===== src/rtl/ann_out_pingpong_buf.sv =====
`default_nettype none
// ============================================================================
// Module   : ann_out_pingpong_buf
// Brief    : Double-buffered ANN layer-output store with commit/release bank
//            swapping; optional per-bank argmax under ANN_OUT_ARGMAX_EN.
// Revision : 1.0  initial release
// ============================================================================
module ann_out_pingpong_buf #(
    parameter int DATA_W = 9,
    parameter int DEPTH  = 50,
    parameter int ADDR_W = 6
) (
    input  logic              clk,
    input  logic              rst_n,
    input  logic              wr_en,
    input  logic [ADDR_W-1:0] wr_addr,
    input  logic [DATA_W-1:0] wr_data,
    input  logic              wr_last,
    output logic              wr_ready,
    input  logic              rd_en,
    input  logic [ADDR_W-1:0] rd_addr,
    input  logic              rd_release,
    output logic              rd_valid,
    output logic [DATA_W-1:0] rd_data,
    output logic              rd_data_vld,
    output logic              wr_err,
    output logic [ADDR_W-1:0] rd_max_idx,
    output logic [DATA_W-1:0] rd_max_val
);

    localparam logic [ADDR_W:0] c_depth = DEPTH[ADDR_W:0];

    logic [DATA_W-1:0] r_mem [2][DEPTH];

    logic        r_wr_bank;
    logic        r_rd_bank;
    logic [1:0]  r_full_cnt;
    logic [DATA_W-1:0] r_rd_data;
    logic        r_rd_data_vld;
    logic        r_wr_err;

    logic        w_wr_ok;
    logic        w_commit;
    logic        w_release;
    logic        w_rd_ok;
    logic        w_rd_in_range;
    logic [ADDR_W-1:0] w_wr_idx;
    logic [ADDR_W-1:0] w_rd_idx;

    assign wr_ready      = (r_full_cnt != 2'd2);
    assign rd_valid      = (r_full_cnt != 2'd0);
    assign w_wr_ok       = wr_en & wr_ready & ({1'b0, wr_addr} < c_depth);
    assign w_commit      = w_wr_ok & wr_last;
    assign w_release     = rd_release & rd_valid;
    assign w_rd_ok       = rd_en & rd_valid;
    assign w_rd_in_range = ({1'b0, rd_addr} < c_depth);
    // Clamp indices so out-of-range addresses never reach the array
    assign w_wr_idx      = ({1'b0, wr_addr} < c_depth) ? wr_addr : '0;
    assign w_rd_idx      = w_rd_in_range ? rd_addr : '0;

    assign rd_data       = r_rd_data;
    assign rd_data_vld   = r_rd_data_vld;
    assign wr_err        = r_wr_err;

    always_ff @(posedge clk) begin
        if (w_wr_ok) begin
            r_mem[r_wr_bank][w_wr_idx] <= wr_data;
        end
    end

    always_ff @(posedge clk) begin
        if (!rst_n) begin
            r_wr_bank     <= 1'b0;
            r_rd_bank     <= 1'b0;
            r_full_cnt    <= 2'd0;
            r_rd_data     <= '0;
            r_rd_data_vld <= 1'b0;
            r_wr_err      <= 1'b0;
        end else begin
            r_wr_err      <= wr_en & ~w_wr_ok;
            r_rd_data_vld <= w_rd_ok;
            // Read samples the pre-release bank when release coincides
            if (w_rd_ok) begin
                r_rd_data <= w_rd_in_range ? r_mem[r_rd_bank][w_rd_idx] : '0;
            end
            if (w_commit) begin
                r_wr_bank <= ~r_wr_bank;
            end
            if (w_release) begin
                r_rd_bank <= ~r_rd_bank;
            end
            if (w_commit && !w_release) begin
                r_full_cnt <= r_full_cnt + 2'd1;
            end else if (!w_commit && w_release) begin
                r_full_cnt <= r_full_cnt - 2'd1;
            end
        end
    end

`ifdef ANN_OUT_ARGMAX_EN
    logic [DATA_W-1:0] r_run_val;
    logic [ADDR_W-1:0] r_run_idx;
    logic              r_run_seeded;
    logic [DATA_W-1:0] r_bank_val [2];
    logic [ADDR_W-1:0] r_bank_idx [2];
    logic              w_upd;
    logic [DATA_W-1:0] w_nxt_val;
    logic [ADDR_W-1:0] w_nxt_idx;

    // Strict compare keeps the earliest-written index on ties
    assign w_upd     = w_wr_ok & (~r_run_seeded | ($signed(wr_data) > $signed(r_run_val)));
    assign w_nxt_val = w_upd ? wr_data : r_run_val;
    assign w_nxt_idx = w_upd ? wr_addr : r_run_idx;

    always_ff @(posedge clk) begin
        if (!rst_n) begin
            r_run_val     <= '0;
            r_run_idx     <= '0;
            r_run_seeded  <= 1'b0;
            r_bank_val[0] <= '0;
            r_bank_val[1] <= '0;
            r_bank_idx[0] <= '0;
            r_bank_idx[1] <= '0;
        end else if (w_wr_ok) begin
            r_run_val    <= w_nxt_val;
            r_run_idx    <= w_nxt_idx;
            r_run_seeded <= ~wr_last;
            if (wr_last) begin
                r_bank_val[r_wr_bank] <= w_nxt_val;
                r_bank_idx[r_wr_bank] <= w_nxt_idx;
            end
        end
    end

    assign rd_max_val = rd_valid ? r_bank_val[r_rd_bank] : '0;
    assign rd_max_idx = rd_valid ? r_bank_idx[r_rd_bank] : '0;
`else
    assign rd_max_val = '0;
    assign rd_max_idx = '0;
`endif

endmodule
`default_nettype wire


===== config.mk =====
export PLATFORM = sky130hd
export DESIGN_NAME = ann_out_pingpong_buf
export DESIGN_NICKNAME = d
export VERILOG_FILES = /design/src/rtl/ann_out_pingpong_buf.sv
export SDC_FILE = /design/constraint.sdc
export NUM_CORES = 1
export LEC_CHECK = 0
export CAP_MARGIN = 10
export CORE_ASPECT_RATIO = 0.8
export CORE_MARGIN = 2
export CORE_UTILIZATION = 40
export DETAILED_ROUTE_END_ITERATION = 10
export DONT_BUFFER_PORTS = 1
export SKIP_LAST_GASP = 1
export SLEW_MARGIN = 20
export SYNTH_ARGS = -nofsm -noshare
export SYNTH_HDL_FRONTEND = slang
export SYNTH_SLANG_ARGS = --single-unit

===== constraint.sdc =====
create_clock -name clk -period 5.3 [get_ports clk]
set_input_delay 1.59 -clock clk [delete_from_list [all_inputs] [get_ports clk]]
set_output_delay 1.59 -clock clk [all_outputs]
set_load 0.02 [all_outputs]

# Word level (Yosys, flattened, before mapping)
# Memory sizes are Yosys's and may differ from the RTL's. A register that Yosys moved wholly into a read port is not among the register bits.
# Index checks and enable logic that the tools add are counted.
[op_classes]
order_cmp = 5
muxes = 14
n_addsub = 2
bitwise_logic = 11
n_eq_ne = 1
reduce_logical = 7
[op_table]
columns = ["op", "n"]
rows = [
  ["$mux 450", 1],
  ["$bmux 9 s6", 1],
  ["$demux 9 s6", 1],
  ["$mux 9", 4],
  ["$ge 7x7->1 const B", 2],
  ["$not 6->7", 2],
  ["$lt 6x6->1 const B", 2],
  ["$mux 6", 2],
  ["$lt 7x1->1 const B", 1],
  ["$and 1x1->1", 6],
  ["$mux 2", 2],
  ["$reduce_bool 2->1", 2],
  ["$logic_and 1x1->1", 3],
  ["$mux 1", 3],
  ["$not 1->1", 3],
  ["$add 2x1->2 const B", 1],
  ["$logic_not 1->1", 2],
  ["$ne 2x2->1 const B", 1],
  ["$sub 2x1->2 const B", 1],
]
[word_totals]
output_inout_bits = 28
input_bits = 27
n_memories = 1
elab_cells = 47
mem_bits_rw = 900
regBits = 15
[memory_table]
columns = ["name", "depth", "word_bits", "read_ports", "rd_ports_with_merged_regs", "wr", "line", "text"]
rows = [
  ["r_mem", 2, 450, 1, 1, 1, "33", "logic [DATA_W-1:0] r_mem [2][DEPTH];"],
]

# Depth between registers and ports, before layout
# Gate-level depths: netlist of run 1.
[logic_depth]
depth_word = 8
ltp_mapped = 13
depth_no_buf = 8

# Worst setup path after synthesis of run 1
# Ideal clock, no wire load.
[synth_timing]
kind = "in2reg"
startpoint = "input port rd_addr[2]"
endpoint = "register r_rd_data[6], in the netlist rd_data[6]"
setup_ns = 0.146
cell_stages = 11
t_required_ns = 5.154
slack_ns = 1.591
path_buffers = 4
arrival_ns = 3.563
cell_sequence = "buf_4 > o311ai_4 > and2_4 > buf_12 > buf_6 > buf_2 > mux4_2 > a221oi_1 > o211ai_1 > o21ai_0 > a41oi_1"
[synth_between]
elab_chain_len = 7
[synth_lines]
columns = ["element", "line", "text"]
rows = [
  ["from (decl)", "21", "input logic [ADDR_W-1:0] rd_addr,"],
  ["$lt 6x6->1", "56", "assign w_rd_in_range = ({1'b0, rd_addr} < c_depth);"],
  ["$mux 6", "59", "assign w_rd_idx = w_rd_in_range ? rd_addr : '0;"],
  ["$not 6->7 (implied by the code)", "84", "r_rd_data <= w_rd_in_range ? r_mem[r_rd_bank][w_rd_idx] : '0;"],
  ["$bmux 9 s6", "84", ""],
  ["$mux 9 (implied by the code) (2 in series)", "84", ""],
  ["$mux 9 *", "84", ""],
  ["to (signal assigned)", "84", ""],
  ["to (decl)", "38", "logic [DATA_W-1:0] r_rd_data;"],
]
# Mark *: on every way between the ends. The rest lies on a longest branch, timed or not. The select of a mux whose other input is x is not followed.
# A chain may end at the register's enable or synchronous reset.

# Final worst setup path of run 1
[layout_timing]
startpoint = "input port rd_addr[3]"
endpoint = "register r_rd_data[5], in the netlist rd_data[5]"
# Same word-level chain as after synthesis.

==> reports/metrics.csv, run 1 <==
metric,value,unit
status,"complete, no violations",
Synth top area share,0.7433,
first-pass GRT wire length,146400,um
vias in the first global route,20647,
Slew @ Worst Pin,1.161,ns
Overflow after GRT,0,
worst vdd ir,280.0,uV
post-layout util,0.4522,
DRC violations left,0,
Initial Util,0.4051,
die height,273.7,um
die width,341.1,um
Syn Inst Count,2422,
core area,0.08976,sq mm
IO Port Bufs,0,
Hold WC Path Type,reg -> reg,
Slew HR,0.2238,
Crit path top cell by count,buf_4,
"antenna viol nets, final",0,
drt pass-1 iters,5,
"area leader, netlist",edfxtp_1,
TritonCTS Buffers,87,
Ys Warns,0,
Worst path max stage delay,0.80,ns
Inserted Diodes,0,
Synth area leaders,"edfxtp_1 74%, nand2_1 4.8%, mux2i_1 3.2%",
Post-DP Area,0.03786,sq mm
CTS max path bufs,3,
critical-path cell list,"o311ai_4, buf_4, and2_4, nor2_1, buf_4, nand3_1, nand3_1, o311ai_0, buf_4, a31oi_1, a21oi_1",
final instance area,0.04059,sq mm
WP data arrival,4.76,ns
antenna violations before repair,2,
Power Density,393.7,mW/mm^2
layout cells sized above 1,0.1069,
routed metal-1 wire length,43820,um
Syn-to-layout area delta,11.64,%
Post-synth EDFFs,900,
# rows,98,
final wirelength,101300,um
CP Launch Type,primary input,
sequential area share after synthesis,0.7522,
final hold vios,0,
CTS Hold Bufs,0,
# H-tree levels,3,
syn avg cell area,15.01,sq um
Tmin final,4.173,ns
setup violators final,0,
Max Cap Viol,0,
Async SR Flop Fraction,0,
io pins,55,
Setup Skew,0.02249,ns
GP Congestion,0.8662,
Crit. End Element,flop,
Fmax,239.6,MHz
nets@finish,2463,
Mapped Area,0.03636,sq mm
largest net degree at the start of global routing,101,
RSZ-0062 raised after global routing,no,
root buffer cell,clkbuf_16,
CP max FO,29,
Wirelength per Cell,27.33,um
max-slew violation count,0,
setup_tns,0,ns
All-Layer GR Usage,0.2149,
CP Class,in -> reg,
post-CTS sizing,0,
Yosys reg bits,916,
Max Used Layer,met5,
Critical Path RT,5.89,ns
CTS tree,yes,
part of the cycle the worst path needs,0.7874,
Netlist cell types,56,
WL met3,11290,um
Leakage,13.02,nW
post-CTS setup repair buffer count,0,
"CTS clk-pin slew, worst paths",0.07,ns
Worst path slowest cell,o311ai_0,
"Primary FF master, synth",edfxtp_1,
clock sink count,916,
clk_lat worst skew,0.67,ns
DIE AREA,0.09334,sq mm
routed vias/inst,5.861,
Iter 0 DRT Violations,3175,
DR vias,21722,
detailed placer's ending HPWL,60740,um
met2 WL post-DR,43930,um
==> cells in the mapped netlist, types with 3 or more instances <==
cell / n
nand4_1: 31
or3_1: 3
o2111ai_1: 11
a41oi_1: 5
nor2b_1: 8
mux4_2: 45
edfxtp_1: 900
a211o_1: 3
xnor2_1: 3
buf_4: 27
a21oi_1: 63
o21ai_0: 34
a311oi_1: 9
a32oi_1: 44
dfxtp_1: 16
o211ai_1: 12
nor2_1: 122
nand2_1: 465
and2_1: 5
o22ai_1: 7
a32o_1: 5
nand2b_1: 4
o311ai_0: 3
buf_6: 3
a31oi_1: 66
buf_1: 12
mux2i_1: 118
clkbuf_1: 88
nor3_1: 8
inv_1: 3
a211oi_1: 24
and3_1: 20
nand3_1: 150
a221oi_1: 20
buf_2: 37
mux2_2: 9
a22oi_1: 14
==> power breakdown <==
group	internal (mW)	leakage [nW]	switching [mW]	total [mW]
combinational	0.588	3.47	1.24	1.83
clock	3.37	1.34	2.69	6.06
sequential	8.00	8.22	0.0908	8.09
==> cells by family (layout without fill, tap and decap cells) <==
kind of cell | after synthesis | after routing | share of synthesized area
other cells | 1 | 15 | 0.0001031
flops | 916 | 916 | 0.7522
mux | 172 | 172 | 0.06315
compound gates | 332 | 332 | 0.06374
xor+xnor | 4 | 4 | 0.0009638
simple gates | 824 | 824 | 0.09622
fa+ha+maj | 1 | 1 | 0.0003441
buf+inv | 172 | 242 | 0.02333
==> flip-flops by register name (all words and copies together), names as in the netlist, named ones only <==
signal / count
rd_data_vld: 1
r_rd_bank: 1
r_wr_bank: 1
r_full_cnt: 2
wr_err: 1
rd_data: 9
r_mem: 900
==> critical path, delay by kind of cell <==
family	cells	cell delay [ns]
AOI/OAI and AO/OA	4	1.34
and+or+nand+nor	4	1.05
buffers and inverters	3	0.74
==> area by class of cell <==
class	count	area, sq um
Clock buffer	113	2347
Clock inverter	47	377.9
Inverter	3	11.26
Tap cell	1200	1501
Multi-Input combinational cell	1348	8283
Sequential cell	916	27350
Fill cell	7874	49170
Timing Repair Buffer	79	718.2
==> path summary, 6_finish.rpt <==
path,cells after the start,from,endpoint,slack (ns)
hold / removal,2,r_full_cnt[1],r_full_cnt[1],0.54
setup reg to reg,8,flop,rd_data[1],1.59
setup / recovery,11,rd_addr[3],rd_data[5],1.13
hold reg to reg,2,r_full_cnt[1],r_full_cnt[1],0.54
==> metrics by stage <==
step / worst slack (ns) / std cells / hold WS, ns / total power, mW
4_1_cts: 1.283 / 3706 / 0.5372 / 16.00
3_5_place_dp: 0.6302 / 3546 / 0.5251 / 10.03
6_report: 1.127 / 3706 / 0.5448 / 15.98
5_1_grt: 1.187 / 3706 / 0.5594 / 16.40
3_3_place_gp: 0.6507 / 3546 / 0.4902 / 10.02
2_1_floorplan: 1.591 / 2436 / 0.4728 / 9.332
==> layer usage <==
layer  vias to the layer above  track usage
met5                         -            0
met3                       144      0.05729
met2                      1144       0.3107
met1                     11110       0.3207
met4                         2      0.05623
li1                       9322            -
==> cells in the final DEF, fill, tap and decap left out, drive strengths merged, types with 31 or more instances in the layout <==
cell / netlist / routed
edfxtp: 900 / 900
nand2: 465 / 465
nand3: 150 / 150
nor2: 122 / 122
mux2i: 118 / 118
clkbuf: 88 / 113
buf: 81 / 79
a31oi: 66 / 66
a21oi: 63 / 63
mux4: 45 / 45
a32oi: 44 / 44
clkinv: 0 / 41
o21ai: 34 / 34
nand4: 31 / 31
No activity file was read; power rests on OpenSTA's default activity.
==> inputs of run 2 (changes only) <==
- clock period: 5.3 -> 3.9 ns (I/O delays scaled with it)
==> run 2 against run 1 <==
Sequential power is 36% higher; clock-buffer cell count decreased by 7; via count up 1.8%; final area rose by 2.7%; clock skew barely moved; combinational power is 43% higher; non-clock buffer count up 114; critical path type unchanged.
==> reports/metrics.csv, run 2 (synthesis results as in run 1) <==
metric,value,unit
status,"complete, no violations",
Leakage,13.70,nW
"CTS clk-pin slew, worst paths",0.06,ns
detailed placer's ending HPWL,63410,um
hold_sp,r_full_cnt[1],
DR vias,22108,
Iter 0 DRT Violations,2700,
Max Cap Viol,0,
Post-DP Area,0.03882,sq mm
Setup Skew,0.02202,ns
post-CTS setup repair buffer count,0,
Inserted Diodes,0,
post-layout util,0.4642,
WP data arrival,3.85,ns
most frequent cells in the layout,"900 x edfxtp_1, 463 x nand2_1, 174 x buf_4",
Hold Crit Endpoint,r_full_cnt[1],
final hold vios,0,
Fill cells,7738,
clk_lat worst skew,0.66,ns
Worst path max stage delay,0.52,ns
setup violators final,0,
io pins,55,
part of the cycle the worst path needs,0.8498,
Hold WC Path Type,reg -> reg,
drt pass-1 iters,6,
final instance area,0.04167,sq mm
Crit. End Element,flop,
CTS max path bufs,3,
worst reg-to-reg path cell count,8,
Critical Path RT,4.44,ns
root buffer cell,clkbuf_16,
Syn-to-layout area delta,14.60,%
Tmin final,3.314,ns
Top Family by Delay on Critical Path,compound AO/OA/AOI/OAI gates,
Slew @ Worst Pin,1.133,ns
FF+latch area,0.02735,sq mm
All-Layer GR Usage,0.2158,
max-slew violation count,0,
Crit path top cell by count,a21oi_1,
r2r setup slk,0.66,ns
CP max FO,41,
"commonest non-fill, non-tap cell in the layout",edfxtp_1,
die width,341.1,um
final wirelength,101400,um
nets@finish,2579,
Biggest register,r_mem,
Placement Setup Slack,0.06269,ns
die height,273.7,um
antenna violations before repair,1,
Power Density,529.9,mW/mm^2
post-CTS sizing,0,
TritonCTS Buffers,89,
DRC violations left,0,
hold_ws,0.5135,ns
Total Power,22.08,mW
worst vdd ir,365.5,uV
max reg flops,900,
"antenna viol nets, final",0,
Overflow after GRT,0,
setup_tns,0,ns
area taken by multi-input logic gates,0.008274,sq mm
setup slack after layout,0.5859,ns
Slew HR,0.2429,
RSZ-0062 raised after global routing,no,
DIE AREA,0.09334,sq mm
vias in the first global route,21420,
Initial Util,0.4051,
buffers plus inverters on the worst setup path,2,
# H-tree levels,3,
CP Launch Type,primary input,
dpl cells,3660,
routed vias/inst,5.781,
clock sink count,916,
Worst path slowest cell,a21boi_4,
critical-path cell list,"a21boi_4, buf_12, buf_4, mux2i_1, mux4_2, nor2_1, a21oi_1, a21oi_1, a32oi_1, o21ai_0",
Fmax,301.7,MHz
largest net degree at the start of global routing,101,
layout cells sized above 1,0.1486,
non-filler instance count after layout,3824,
CTS Hold Bufs,0,
Reg-to-Reg End,rd_data[6],
first-pass GRT wire length,146800,um
Worst Hold Depth,2,
core area,0.08976,sq mm
Wirelength per Cell,26.50,um
# rows,98,
IO Port Bufs,0,
GP Congestion,0.8843,
CP Class,in -> reg,
CTS tree,yes,
==> run 2: worst register-to-register path, stage by stage, from the launching register on <==
cell and delay (ns):
dfxtp_4 0.63, inv_1 0.37, nor2_4 0.44, buf_4 0.37, a32oi_1 0.23, a31oi_1 0.19, o21ai_0 0.40, nand3_1 0.33
a41oi_1 0.14
==> run 2: worst max-delay path by stage <==
stage,from,end,slack (ns),cells after the start
2_1_floorplan,rd_addr[2],rd_data[6],0.61,11
3_3_place_gp,rd_addr[3],rd_data[5],0.15,9
5_1_grt,rd_addr[3],rd_data[5],0.51,10
4_1_cts,rd_addr[1],rd_data[1],0.76,10
6_report,rd_addr[1],rd_data[1],0.59,10
3_5_place_dp,rd_addr[1],rd_data[1],0.06,10
==> run 2: routing by layer <==
layer | global-route usage | share of wire
met5 | 0 | 0
met2 | 0.3133 | 0.43
met4 | 0.06051 | 0.026
met3 | 0.07549 | 0.12
met1 | 0.3070 | 0.42
==> run 2: area by class of cell <==
cell class / count / share of cell area
inverters: 3 / 0.0002703
repair buffers: 193 / 0.04048
clock buffers: 106 / 0.05601
multi-input cells: 1348 / 0.1986
clock inverters: 58 / 0.01219
flip-flops and latches: 916 / 0.6564
well taps: 1200 / 0.03604
==> run 2: power breakdown <==
part	total, mW	internal, mW	switching [mW]
clock	8.46	4.76	3.71
sequential	11.0	10.9	0.134
combinational	2.61	0.910	1.70
total	22.1	16.5	5.54
